--- src/rtl/spi_fifo_pkg.sv ---
// Shared definitions for the SPI frame FIFO: parameter limits, clog2 and the level-compare helper.
package spi_fifo_pkg;

  localparam int FRAME_MIN = 4;
  localparam int FRAME_MAX = 32;
  localparam int DEPTH_MIN = 2;
  localparam int DEPTH_MAX = 256;

  // Ceiling log2; clog2(1) = 0.
  function automatic int clog2(input int unsigned v);
    int r;
    r = 0;
    for (int i = 0; i < 32; i++) begin
      if ((32'd1 << i) < v) r = i + 1;
    end
    return r;
  endfunction

  // Unsigned "a >= b" on zero-extended operands of any width up to 32 bits.
  function automatic logic level_ge(input logic [31:0] a, input logic [31:0] b);
    return a >= b;
  endfunction

endpackage

--- src/rtl/spi_fifo_ram.sv ---
// Storage array for the SPI frame FIFO: one write port, asynchronous read, no reset.
module spi_fifo_ram #(
  parameter int W     = 9,
  parameter int DEPTH = 8,
  parameter int PW    = 3
) (
  input  logic          clk_i,
  input  logic          we_i,
  input  logic [PW-1:0] waddr_i,
  input  logic [W-1:0]  wdata_i,
  input  logic [PW-1:0] raddr_i,
  output logic [W-1:0]  rdata_o
);

  logic [W-1:0] mem [DEPTH];

  // NOTE: the array is deliberately not reset; a reset would turn it into flops and adds nothing, since empty hides the contents.
  always_ff @(posedge clk_i) begin
    if (we_i) mem[waddr_i] <= wdata_i;
  end

  assign rdata_o = mem[raddr_i];

endmodule

--- src/rtl/spi_fifo_prog.sv ---
// Synchronous FIFO, any depth 2..256, with programmable levels and sticky status.
// Optional high-water mark register enabled by defining SPI_FIFO_HWM_EN.
module spi_fifo_prog
  import spi_fifo_pkg::*;
#(
  parameter  int CFG_FRAME_SIZE = 8,
  parameter  int CFG_FIFO_DEPTH = 8,
  localparam int CW = clog2(CFG_FIFO_DEPTH + 1),
  localparam int PW = (clog2(CFG_FIFO_DEPTH) > 1) ? clog2(CFG_FIFO_DEPTH) : 1
) (
  input  logic                      pclk,
  input  logic                      sreset,
  input  logic                      fiforst,
  input  logic [CFG_FRAME_SIZE-1:0] data_in,
  input  logic                      flag_in,
  input  logic                      write_in,
  input  logic                      read_in,
  input  logic [CW-1:0]             afull_level,
  input  logic [CW-1:0]             aempty_level,
  input  logic                      status_clr,
  output logic [CFG_FRAME_SIZE-1:0] data_out,
  output logic                      flag_out,
  output logic                      full_out,
  output logic                      empty_out,
  output logic                      afull_out,
  output logic                      aempty_out,
  output logic                      overflow_out,
  output logic                      underflow_out,
  output logic                      ovf_sticky,
  output logic                      udf_sticky,
  output logic [CW-1:0]             fifo_count,
  output logic [CW-1:0]             hwm_count
);

  if (CFG_FRAME_SIZE < FRAME_MIN || CFG_FRAME_SIZE > FRAME_MAX ||
      CFG_FIFO_DEPTH < DEPTH_MIN || CFG_FIFO_DEPTH > DEPTH_MAX) begin : g_bad_cfg
    $error("spi_fifo_prog: CFG_FRAME_SIZE or CFG_FIFO_DEPTH out of range");
  end

  localparam logic [CW-1:0] DEPTH_C  = CW'(CFG_FIFO_DEPTH);
  localparam logic [PW-1:0] LAST_PTR = PW'(CFG_FIFO_DEPTH - 1);

  logic [CW-1:0] count_q, count_d;
  logic [PW-1:0] wr_ptr_q, wr_ptr_d, rd_ptr_q, rd_ptr_d;
  logic          full_q, empty_q, ovf_q, udf_q;
  logic          rd_acc, wr_acc;
  logic [CFG_FRAME_SIZE:0] rdata;

  // Explicit wrap so non-power-of-two depths cycle through exactly DEPTH slots.
  function automatic logic [PW-1:0] next_ptr(input logic [PW-1:0] p);
    return (p == LAST_PTR) ? '0 : p + PW'(1);
  endfunction

  assign rd_acc        = read_in && (count_q != '0);
  assign wr_acc        = write_in && ((count_q != DEPTH_C) || rd_acc);
  assign overflow_out  = write_in && !wr_acc;
  assign underflow_out = read_in && (count_q == '0);

  always_comb begin
    // NOTE: every output of this block gets a default first, so no path can infer a latch.
    count_d  = count_q;
    wr_ptr_d = wr_ptr_q;
    rd_ptr_d = rd_ptr_q;
    if (fiforst) begin
      count_d  = '0;
      wr_ptr_d = '0;
      rd_ptr_d = '0;
    end else begin
      if (wr_acc) wr_ptr_d = next_ptr(wr_ptr_q);
      if (rd_acc) rd_ptr_d = next_ptr(rd_ptr_q);
      if (wr_acc && !rd_acc) count_d = count_q + CW'(1);
      else if (rd_acc && !wr_acc) count_d = count_q - CW'(1);
    end
  end

  // NOTE: sequential state uses non-blocking assignments so every flop samples pre-edge values.
  always_ff @(posedge pclk) begin
    if (sreset) begin
      count_q  <= '0;
      wr_ptr_q <= '0;
      rd_ptr_q <= '0;
      full_q   <= 1'b0;
      empty_q  <= 1'b1;
      ovf_q    <= 1'b0;
      udf_q    <= 1'b0;
    end else begin
      count_q  <= count_d;
      wr_ptr_q <= wr_ptr_d;
      rd_ptr_q <= rd_ptr_d;
      full_q   <= (count_d == DEPTH_C);
      empty_q  <= (count_d == '0);
      ovf_q    <= overflow_out || (ovf_q && !status_clr);
      udf_q    <= underflow_out || (udf_q && !status_clr);
    end
  end

  spi_fifo_ram #(
    .W     (CFG_FRAME_SIZE + 1),
    .DEPTH (CFG_FIFO_DEPTH),
    .PW    (PW)
  ) u_ram (
    .clk_i   (pclk),
    .we_i    (wr_acc && !fiforst),
    .waddr_i (wr_ptr_q),
    .wdata_i ({flag_in, data_in}),
    .raddr_i (rd_ptr_q),
    .rdata_o (rdata)
  );

  assign data_out   = rdata[CFG_FRAME_SIZE-1:0];
  assign flag_out   = rdata[CFG_FRAME_SIZE] && !empty_q;
  assign full_out   = full_q;
  assign empty_out  = empty_q;
  assign fifo_count = count_q;
  assign ovf_sticky = ovf_q;
  assign udf_sticky = udf_q;
  assign afull_out  = level_ge(32'(count_q), 32'(afull_level));
  assign aempty_out = level_ge(32'(aempty_level), 32'(count_q));

`ifdef SPI_FIFO_HWM_EN
  logic [CW-1:0] hwm_q, hwm_d;

  // A status clear restarts tracking from the occupancy at the time of the clear.
  always_comb begin
    hwm_d = hwm_q;
    if (status_clr) hwm_d = count_q;
    else if (count_d > hwm_q) hwm_d = count_d;
  end

  always_ff @(posedge pclk) begin
    if (sreset) hwm_q <= '0;
    else        hwm_q <= hwm_d;
  end

  assign hwm_count = hwm_q;
`else
  assign hwm_count = '0;
`endif

endmodule
--- config.mk ---
export PLATFORM = sky130hd
export DESIGN_NAME = spi_fifo_prog
export DESIGN_NICKNAME = d
export VERILOG_FILES = /design/src/rtl/spi_fifo_pkg.sv /design/src/rtl/spi_fifo_ram.sv /design/src/rtl/spi_fifo_prog.sv
export SDC_FILE = /design/constraint.sdc
export NUM_CORES = 1
export LEC_CHECK = 0
export BUFFER_PORTS_ARGS = -buffer_cell sky130_fd_sc_hd__buf_2
export CAP_MARGIN = 20
export CORE_MARGIN = 8
export CORE_UTILIZATION = 25
export DETAILED_ROUTE_END_ITERATION = 6
export HOLD_SLACK_MARGIN = 0.12
export SYNTH_ARGS = -nofsm -noshare
export SYNTH_HDL_FRONTEND = slang
export SYNTH_SLANG_ARGS = --single-unit
--- constraint.sdc ---
create_clock -name pclk -period 4.3 [get_ports pclk]
set_input_delay 0 -clock pclk [delete_from_list [all_inputs] [get_ports pclk]]
set_output_delay 0 -clock pclk [all_outputs]
set_load 0.01 [all_outputs]
Word level (Yosys, flattened, before mapping)
Memories as Yosys holds them, arrays and structs flattened. A register that Yosys moved wholly into a read port is not among the register bits.
Index checks and enable logic that the tools add are counted.
- bits of input ports: 23
- register bits: 14
- memories kept: 1
- output and inout bits: 25
- RAM bits: 72
- memory list (name ; depth ; bits a word ; read ports ; clocked after Yosys merged registers in ; write ports ; RTL line ; text):
    u_ram.mem ; 8 ; 9 ; 1 ; 1 ; 1 ; spi_fifo_ram.sv:15 ; logic [W-1:0] mem [DEPTH];
- $lt $le $gt $ge: 2
- reductions and logical operators: 22
- add/subtract/negate cells: 4
- multiplexer cells: 9
- equality and inequality tests: 4
- operator list (kind ; number):
    3-bit 2-to-1 mux ; 4
    4-bit 2-to-1 mux ; 3
    1-bit logical AND ; 10
    4-bit >= comparator ; 2
    4-bit logical NOT ; 2
    3-bit by 1-bit adder with 3-bit output (second input constant) ; 2
    3-bit == test (second input constant) ; 2
    1-bit logical NOT ; 5
    4-bit by 1-bit adder with 4-bit output (second input constant) ; 1
    4-bit == test (second input constant) ; 1
    4-bit inequality test (second input constant) ; 1
    4-bit nonzero test ; 1
    4-bit by 1-bit subtractor with 4-bit output (second input constant) ; 1
    1-bit logical OR ; 3
    1-bit 2-to-1 mux ; 2
    2-bit OR reduction ; 1

Depth between registers and ports, before layout
Gate-level depths: netlist of the first run.
- word-level depth: 10
- gate-level depth with buffers: 7
- depth with buffers taken out: 7

Cells and area by module
Synthesis of the first run repeated with hierarchy kept, for this count alone.
- cell total of the unflattened synthesis: 234
- area total of the unflattened synthesis: 3866.2 um2
- by module, submodules not included (module ; sequential area each (um2) ; area an instance (um2) ; cells an instance ; instances):
    spi_fifo_ram ; 2162.1 ; 2839.0 ; 117 ; 1
    spi_fifo_prog ; 280.3 ; 1027.2 ; 117 ; 1

Worst setup path before layout of the first run
No wires, ideal clock.
- path type: register to register
- start point: register count_q[0], in the netlist fifo_count[0]
- end point: memory u_ram.mem[0][0] (enable)
- path slack: 1.784 ns
- cell stages (with the launch flop): 7
- clock period less this slack: 2.516 ns
- data required time: 3.913 ns
- setup time: 0.387 ns
- path buffers: 0
- arrival: 2.130 ns
- path through: dfxtp_1 -> inv_1 -> ha_1 -> inv_1 -> o41ai_4 -> or3_1 -> nor3_1
- word-level cells in the longest chain between the ends: 7
- RTL lines (what ; RTL line ; text):
    from (decl) ; spi_fifo_prog.sv:43 ; logic [CW-1:0] count_q, count_d;
    from (signal assigned) ; spi_fifo_prog.sv:87 ; count_q <= count_d;
    4-bit nonzero test ; spi_fifo_prog.sv:54 ; assign rd_acc = read_in && (count_q != '0);
    1-bit logical AND ; spi_fifo_prog.sv:54 ;
    1-bit logical OR (*) ; spi_fifo_prog.sv:55 ; assign wr_acc = write_in && ((count_q != DEPTH_C) || rd_acc);
    1-bit logical AND (*) ; spi_fifo_prog.sv:55 ;
    1-bit logical AND (*) ; spi_fifo_prog.sv:103 ; .we_i (wr_acc && !fiforst),
    1-bit 2-to-1 mux (*) ; spi_fifo_ram.sv:19 ; if (we_i) mem[waddr_i] <= wdata_i;
    1-bit 2-to-1 mux (not written as such) (*) ; spi_fifo_ram.sv:19 ;
    to (decl) ; spi_fifo_ram.sv:15 ;
Mark *: on every way between the ends. The rest lies on a longest branch, timed or not.

Worst setup path after layout of the first run
- start point: register count_q[0], in the netlist fifo_count[0]
- end point: memory u_ram.mem[6][4] (enable)
Same word-level chain as after synthesis.

==> metrics.md, run 1 <==
| Metric | Value |
|---|---|
| Routed WL per cell | `15.4 um` |
| EDFF count, synth | `72` |
| Hpwl dp | `5700 um` |
| Global placer's final weighted congestion | `0.831` |
| Post-CTS Setup Repair Bufs | `0` |
| RSZ-0062 raised after global routing | `false` |
| Pint | `1.46 mW` |
| Min-Delay Path Class | `input port to flop` |
| Die area | `19900 um^2` |
| H-tree depth | `3` |
| Max-Cap Viols | `0` |
| Initial antenna violation count | `1` |
| Share of post-route cells with drive strength above 1 | `24.2%` |
| Initial Utilization | `25.6%` |
| Clock Latency Late Sink | `0.34 ns` |
| Period minus WS final | `2.61 ns` |
| Seq/Total Area, Yosys | `64.0%` |
| Cell taking the most area after synthesis | `edfxtp_1` |
| Num rows | `45` |
| WHS | `0.139 ns` |
| Startpoint types | `flop` |
| Worst-margin pin slew | `1.02 ns` |
| Initial drt markers | `131` |
| Post-synth cell types | `41` |
| Via density | `4.21` |
| CTS Root Cell | `clkbuf_16` |
| Synth Flop Type | `edfxtp_1` |
| Pins Over Slew Limit | `0` |
| Number of port buffers | `43` |
| Avg Inst Size Synth | `16.2 um^2` |
| Fin crit share | `60.6%` |
| Antenna Nets Post-Route | `0` |
| CTS tree | `done` |
| Area of the multi-input gates | `1290 um^2` |
| Ys Warns | `0` |
| # fillers | `1491` |
| Pleak | `1.71 nW` |
| Place WS | `1.64 ns` |
| Max-slew headroom at the worst pin | `32.1%` |
| Leading post-synthesis cells by cell area | `edfxtp_1 55%, mux4_1 12%, dfxtp_1 8.7%, ha_1 4.5%, mux2_2 2.3%` |
| I/O pin count | `48` |
| Clock buffer depth | `2` |
| Fin. Hold Viols | `0` |
| CTS clk-pin slew, worst paths | `0.06 ns` |
| Util after Layout | `31.1%` |
| Kind of critical path | `flop to flop` |
| Register share of total power | `51.9%` |
| Total vias in the final route | `2183` |
| Die width | `141 um` |
| DP Area | `4330 um^2` |
| Register area | `2500 um^2` |
| Grt ovf | `0` |
| First-pass GRT wire length | `12500 um` |
| Nets | `338` |
| Share of the synthesized area in the top cell type | `55.3%` |
| Top cells by count, synth | `72 x edfxtp_1, 18 x mux4_1, 18 x nor2_1, 17 x dfxtp_1, 14 x ha_1` |
| Comb pwr share | `7.8%` |
| Clock tree sinks | `89` |
| Core area | `15300 um^2` |
| Final setup viols | `0` |
| Power density over cell area | `386 nW/um^2` |
| Clock Skews | `0.00748 ns` |
| Post-Syn Area | `3910 um^2` |
| Vias in the first global route | `2341` |
| CP endpoint kind | `flop` |
| Critical path arrival | `2.57 ns` |
| GRT Util Overall | `8.38%` |
| CTS Buf Count | `9` |
| Switching fraction of total power | `20.6%` |
| Sw Pwr | `0.378 mW` |
| WL final | `7960 um` |
| Die Ht | `141 um` |
| Fin area | `4750 um^2` |
| Flops & latches, synth | `89` |
| Setup tns final | `0 ns` |
| Mapped Cells | `241` |
| Final worst slack | `1.69 ns` |
| Req. time, crit path | `4.26 ns` |
| DRC violations left | `0` |
| Layout area overhead | `21.5%` |
| Maximum number of pins on one net before global-route repair | `19` |
| First-pass iteration count of the detailed router | `4` |
| Clk network pwr share | `40.3%` |
| Status | `finished clean` |
| Fmax | `384 MHz` |
| Maximum vdd drop | `0.167 mV` |
| Count leader, synth | `edfxtp_1` |
| Asr flop ratio synth | `0%` |
| CP max FO | `9` |
layout by cell type (no fill, tap or decap), types with 5 or more instances in the layout:
cell	netlist	routed
edfxtp_1	72	72
buf_2	4	43
mux4_1	18	18
nor2_1	18	18
dfxtp_1	17	17
ha_1	14	14
dlygate4sd3_1	0	14
a21oi_1	11	11
inv_1	10	10
clkbuf_16	0	9
mux2_2	8	8
nand2_1	7	7
nand2b_1	6	6
nor3_1	5	5
o21ai_0	5	5
logic make-up after synthesis:
logic type      after synthesis  share of synthesized area (%)
mux                          29                           15.2
simple gates                 58                           7.77
compound gates               26                           5.09
xor+xnor                      1                          0.224
flops                        89                           64.0
fa+ha+maj                    14                           4.48
buf+inv                      23                           3.20
other cells                   1                         0.0959
critical path, stage by stage (launching register included):
cell	delay, ns
dfxtp_1	0.50
inv_1	0.12
ha_1	0.25
inv_1	0.14
o41ai_4	0.14
or3_1	0.40
nor2_1	0.68
power groups by stage:
stage / Combinational [mW] / Clock [mW] / Sequential [mW]
2_1_floorplan: 0.0889 / 0 / 0.968
3_3_place_gp: 0.130 / 0 / 0.971
3_5_place_dp: 0.134 / 0 / 0.972
4_1_cts: 0.145 / 0.761 / 0.953
5_1_grt: 0.158 / 0.788 / 0.954
6_report: 0.142 / 0.739 / 0.953
path summary, 6_finish.rpt:
check                startpoint               to  slack, ns  depth (start not counted)
setup / recovery  fifo_count[0]  u_ram.mem[6][4]       1.69                          6
hold / removal         write_in      wr_ptr_q[0]       0.14                          4
setup reg to reg  fifo_count[0]  u_ram.mem[6][4]       1.69                          6
hold reg to reg     rd_ptr_q[2]      rd_ptr_q[2]       0.49                          2
flip-flops by register name, indices dropped and copies added (netlist names), named ones only:
| signal | count |
|---|---|
| udf_sticky | 1 |
| u_ram.mem | 72 |
| full_out | 1 |
| wr_ptr_q | 3 |
| ovf_sticky | 1 |
| fifo_count | 4 |
| rd_ptr_q | 3 |
| empty_out | 1 |
cell type report:
cell class | instances | area share, %
Sequential cell | 89 | 52.7
Multi-Input combinational cell | 132 | 27.3
Timing Repair Buffer | 59 | 7.79
Tap cell | 211 | 5.56
Clock buffer | 12 | 4.98
Clock inverter | 4 | 0.922
Inverter | 10 | 0.790
Antenna cell | 1 | 0.0527
through the flow:
step / power [mW] / instances
final: 1.83 / 518
after floorplan: 1.06 / 244
after global placement: 1.10 / 487
after global routing: 1.90 / 518
after detailed placement: 1.11 / 487
after CTS: 1.86 / 517
metal layers:
| layer | up-vias | part of all wire (%) | GRT usage [%] |
|---|---|---|---|
| met4 | 0 | 2.1 | 4.13 |
| met1 | 1082 | 41 | 8.61 |
| met3 | 11 | 3.0 | 2.33 |
| met2 | 33 | 54 | 15.4 |
| li1 | 1057 | - | - |
| met5 | - | 0 | 0 |
repair_timing:
action | in CTS | in global routing
hold endpoints to repair | 78 | 0
hold buffers | 14 | 0
resized for setup | 0 | 0
(Power assumes the default switching activity.)
==> inputs of run 2 (changes only) <==
clock period = 2.15 ns   (was 4.3 ns; I/O delays follow)
==> run 2 against run 1 <==
  * Non-clock buffer count is 11 higher
  * Die area unchanged
  * First-iteration DRC count is 35% higher
  * Power up 96%
  * Sequential power grew 98%
  * Register-to-register slack got worse by 1.7 ns
  * Critical endpoint is now u_ram.mem[7][7]
  * Largest power group unchanged
  * Highest routed layer unchanged
==> metrics.md, run 2 (same netlist as run 1, synthesis figures left out) <==
| Metric | Value |
|---|---|
| Status | `finished clean` |
| HP Start | `write_in` |
| R2R depth | `7` |
| Req. time, crit path | `2.11 ns` |
| RR Endpoint | `u_ram.mem[7][7]` |
| Layout area overhead | `23.4%` |
| Util after Layout | `31.6%` |
| Place WS | `-0.0298 ns` |
| Total vias in the final route | `2224` |
| Total chip power | `3.59 mW` |
| Die Ht | `141 um` |
| Pleak | `1.77 nW` |
| CTS Root Cell | `clkbuf_16` |
| Fin area | `4830 um^2` |
| Min-Delay Path Class | `input port to flop` |
| Slowest CP cell | `nor2_1` |
| Fmax | `466 MHz` |
| Family with the most delay on the worst path | `simple AND/OR/NAND/NOR gates` |
| Worst Hold End | `fifo_count[1]` |
| Clock buffer depth | `2` |
| Final setup viols | `0` |
| First-pass iteration count of the detailed router | `4` |
| Max reg flops | `72` |
| CP endpoint kind | `flop` |
| RSZ-0062 raised after global routing | `true` |
| Number of port buffers | `43` |
| First-pass GRT wire length | `12900 um` |
| CTS tree | `done` |
| Maximum vdd drop | `0.352 mV` |
| Clock tree sinks | `89` |
| Clock Skews | `0.00901 ns` |
| Critical-path cell list | `inv_1 -> ha_1 -> inv_1 -> o41ai_4 -> nor2_1 -> nand2_1 -> nor2_1` |
| Routed WL per cell | `15.2 um` |
| Grt ovf | `0` |
| Nets | `349` |
| I/O pin count | `48` |
| WL final | `8000 um` |
| Most flops, register | `u_ram.mem` |
| Met3 Wirelength | `224 um` |
| Kind of critical path | `flop to flop` |
| Critical path arrival | `2.11 ns` |
| Power density over cell area | `744 nW/um^2` |
| Die area | `19900 um^2` |
| Period minus WS final | `2.15 ns` |
| DRC violations left | `0` |
| WHS | `0.188 ns` |
| WL met2 | `3840 um` |
| Via density | `4.22` |
| Setup tns final | `0 ns` |
| Core area | `15300 um^2` |
| Vias in the first global route | `2381` |
| Fin crit share | `99.8%` |
| Global placer's final weighted congestion | `0.720` |
| Final worst slack | `0.00358 ns` |
| Hold depth | `4` |
| Final Instance Count excl. Fillers | `527` |
| Max Used Layer | `met4` |
| Max-Cap Viols | `0` |
| # fillers | `1500` |
| Max-slew headroom at the worst pin | `44.2%` |
| Pins Over Slew Limit | `0` |
| Most common cell after layout, fill and taps aside | `edfxtp_1` |
| DP Area | `4420 um^2` |
| Placed Instances | `498` |
| Num rows | `45` |
| Fin. Hold Viols | `0` |
| Startpoint types | `flop` |
| Initial Utilization | `25.6%` |
| CTS clk-pin slew, worst paths | `0.06 ns` |
| Initial antenna violation count | `0` |
| Hpwl dp | `5780 um` |
| Most frequent cells in the layout | `72 x edfxtp_1, 43 x buf_2, 18 x mux4_1, 18 x nor2_1, 17 x dfxtp_1` |
| Antenna Nets Post-Route | `0` |
| Flop-to-flop setup slack | `0.004 ns` |
| H-tree depth | `3` |
| Die width | `141 um` |
| Initial drt markers | `177` |
| ANT cells | `0` |
| CP max FO | `9` |
| Clock Latency Late Sink | `0.34 ns` |
| Worst path max stage delay | `0.68 ns` |
| Maximum number of pins on one net before global-route repair | `19` |
| CP bufs+invs | `2` |
| CTS Buf Count | `9` |
| M1 WL | `3820 um` |
| Start of the worst register-to-register path | `fifo_count[0]` |
| GRT Util Overall | `8.47%` |
| Worst-margin pin slew | `0.834 ns` |
| Share of post-route cells with drive strength above 1 | `27.8%` |
-- run 2: changes by cell type in the layout (fill, tap and decap cells not counted), sizes merged --
cell / previous run / this run
buf: 45 / 56
bufinv: 1 / 0
clkbuf: 12 / 10
clkinv: 3 / 5
diode: 1 / 0
-- run 2: power breakdown --
part           switching (mW)  internal (mW)
Combinational           0.166          0.144
Clock                   0.615          0.774
Sequential             0.0100           1.88
Total                   0.791           2.80
-- run 2: layout make-up --
| cell class | count | area, um^2 | share of cell area [%] |
|---|---|---|---|
| clock buffer | 10 | 229 | 4.74 |
| clock inverter | 5 | 33.8 | 0.700 |
| inverter | 10 | 37.5 | 0.777 |
| multi-input combinational | 132 | 1310 | 27.1 |
| sequential | 89 | 2500 | 51.8 |
| tap | 211 | 264 | 5.47 |
| timing repair buffer | 70 | 453 | 9.38 |
-- run 2: worst max path at each step --
stage / start / end / slack (ns) / cells past startpoint
3_3_place_gp: fifo_count[0] / u_ram.mem[7][4] / 0.04 / 7
3_5_place_dp: fifo_count[0] / u_ram.mem[3][4] / -0.03 / 7
2_1_floorplan: fifo_count[0] / u_ram.mem[2][0] / -0.13 / 6
6_report: fifo_count[0] / u_ram.mem[7][7] / 0.004 / 7
5_1_grt: fifo_count[0] / u_ram.mem[5][2] / -0.17 / 7
4_1_cts: fifo_count[0] / u_ram.mem[3][2] / -0.02 / 7
-- run 2: worst register-to-register path: cells and delay by family, from the launching register on --
kind	cells	cell delay [ns]
and+or+nand+nor	3	0.92
adders and majority gates	1	0.23
DFF	1	0.33
buffers and inverters	2	0.20
AOI/OAI and AO/OA	1	0.10
-- run 2: layer usage --
| layer | vias to the layer above | track usage [%] |
|---|---|---|
| met5 | - | 0 |
| met4 | 0 | 4.24 |
| met3 | 7 | 2.03 |
| met2 | 30 | 13.7 |
| met1 | 1115 | 10.4 |
| li1 | 1072 | - |
-- run 2: timing repair --
action | 4_1_cts | 5_1_grt
hold buffers | 14 | 0
buffers inserted | 0 | 0
endpoints found under the setup margin | 20 | 73
resized for setup | 0 | 1
cloned | 0 | 0
pin swaps | 0 | 0
hold endpoints to repair | 78 | 0
==> inputs of run 3 (changes only) <==
clock period = 2.25 ns   (was 2.15 ns; I/O delays follow)
==> run 3 against run 2 <==
  * Non-clock buffer count up 2
  * Clock-buffer cell count is 1 lower
  * Cell area grew 0.54%
  * Sequential share of layout area down 0.28 points
  * Die area did not move
  * Highest routed layer unchanged
  * Clock power fell by 4%
  * Critical path type unchanged
==> metrics.md, run 3 (same netlist as run 1, synthesis figures left out) <==
| Metric | Value |
|---|---|
| Status | `finished clean` |
| CTS Root Cell | `clkbuf_16` |
| Period minus WS final | `2.15 ns` |
| Global placer's final weighted congestion | `0.758` |
| Req. time, crit path | `2.21 ns` |
| CTS tree | `done` |
| R2R depth | `7` |
| CTS clk-pin slew, worst paths | `0.06 ns` |
| Kind of critical path | `flop to flop` |
| Core area | `15300 um^2` |
| First-pass GRT wire length | `12800 um` |
| Min-Delay Path Class | `input port to flop` |
| Routed WL per cell | `14.6 um` |
| Total chip power | `3.45 mW` |
| Hold depth | `3` |
| Layout area overhead | `24.1%` |
| Post-CTS Setup Repair Bufs | `0` |
| Vias in the first global route | `2340` |
| Clock Latency Late Sink | `0.33 ns` |
| Antenna Nets Post-Route | `0` |
| First-pass iteration count of the detailed router | `4` |
| Max-Cap Viols | `0` |
| Initial antenna violation count | `0` |
| H-tree depth | `3` |
| Maximum vdd drop | `0.340 mV` |
| Most flops, register | `u_ram.mem` |
| Clock tree sinks | `89` |
| Final setup viols | `0` |
| Max-slew headroom at the worst pin | `42.9%` |
| DRC violations left | `0` |
| RSZ-0062 raised after global routing | `true` |
| Die area | `19900 um^2` |
| Worst Setup SP | `fifo_count[0]` |
| Pleak | `1.77 nW` |
| Die Ht | `141 um` |
| Number of port buffers | `43` |
| Share of post-route cells with drive strength above 1 | `28.8%` |
| Total vias in the final route | `2226` |
| Most common cell after layout, fill and taps aside | `edfxtp_1` |
| I/O pin count | `48` |
| Via density | `4.20` |
| WL final | `7760 um` |
| Maximum number of pins on one net before global-route repair | `19` |
| Power density over cell area | `711 nW/um^2` |
| ANT cells | `0` |
| DP Area | `4430 um^2` |
| # fillers | `1501` |
| Nets | `351` |
| Max reg flops | `72` |
| CP endpoint kind | `flop` |
| HP Start | `sreset` |
| CP max FO | `9` |
| Fin crit share | `95.6%` |
| Critical path arrival | `2.11 ns` |
| Clock Skews | `0.00588 ns` |
| Pins Over Slew Limit | `0` |
| Most frequent cells in the layout | `72 x edfxtp_1, 43 x buf_2, 18 x mux4_1, 17 x dfxtp_1, 16 x nor2_1` |
| CTS Buf Count | `9` |
| Grt ovf | `0` |
| Fin. Hold Viols | `0` |
| Startpoint types | `flop` |
| Initial Utilization | `25.6%` |
| GRT Util Overall | `8.26%` |
| Initial drt markers | `142` |
| Num rows | `45` |
| Die width | `141 um` |
| Worst-margin pin slew | `0.853 ns` |
| Start of the worst register-to-register path | `fifo_count[0]` |
| Fin area | `4850 um^2` |
| Hpwl dp | `5700 um` |
| Clock buffer depth | `2` |
| Fmax | `465 MHz` |
## run 3: changes by cell type in the layout (fill, tap and decap cells not counted)
cell	change
clkinv_4	-2
clkinvlp_4	+2
nor2_1	-2
nor2_2	+2
buf_4	+1
clkbuf_1	-1
clkinv_2	+1
dlygate4sd3_1	+1
inv_6	+1
mux2i_1	+1
mux2i_2	-1
## run 3: per-stage QoR
step                      hold WS, ns  setup TNS [ns]  setup slack, ns  std cells  util, %
final                           0.427               0           0.0985        530     31.8
after global routing            0.448           -2.47           -0.117        530     31.8
after CTS                       0.421               0           0.0658        530     31.8
after detailed placement        0.232         -0.0760         -0.00869        499     29.0
after global placement          0.217               0           0.0569        499     29.0
after floorplan                0.0724          -0.630          -0.0278        244        -
## run 3: report_power, final
part / switching, mW / total [mW] / internal [mW]
registers: 0.00940 / 1.81 / 1.80
logic: 0.159 / 0.303 / 0.144
clock network: 0.600 / 1.34 / 0.743
total: 0.769 / 3.45 / 2.69
## run 3: final timing paths
check / end / slack [ns]
worst max-delay path: u_ram.mem[7][1] / 0.1
worst min-delay path: udf_sticky / 0.43
worst max register to register: u_ram.mem[7][1] / 0.1
worst min register to register: rd_ptr_q[2] / 0.48
## run 3: repair_timing
item | in CTS | in global routing
gates resized for setup | 2 | 0
endpoints found under the setup margin | 9 | 27
hold buffers | 15 | 0
endpoints found under the hold margin | 79 | 0
## run 3: routing by layer
metal / vias to the layer above / wire, um / GRT usage (%)
li1: 1080 / - / -
met1: 1105 / 3740 / 10.5
met2: 33 / 3680 / 13.1
met3: 8 / 253 / 2.36
met4: 0 / 91 / 3.05
met5: - / 0 / 0
## run 3: area by class of cell
| class | count | area [um^2] | area share [%] |
|---|---|---|---|
| Clock buffer | 9 | 225 | 4.64 |
| Clock inverter | 7 | 45.0 | 0.928 |
| Inverter | 10 | 37.5 | 0.773 |
| Multi-Input combinational cell | 132 | 1310 | 27.0 |
| Sequential cell | 89 | 2500 | 51.5 |
| Tap cell | 211 | 264 | 5.44 |
| Timing Repair Buffer | 72 | 470 | 9.69 |
## run 3: critical path, stage by stage (launching register included)
cell and delay (ns):
dfxtp_1 0.34, inv_1 0.06, ha_1 0.23, inv_1 0.12, o41ai_4 0.11, nor2_1 0.10, nand2_1 0.13, nor2_1 0.69
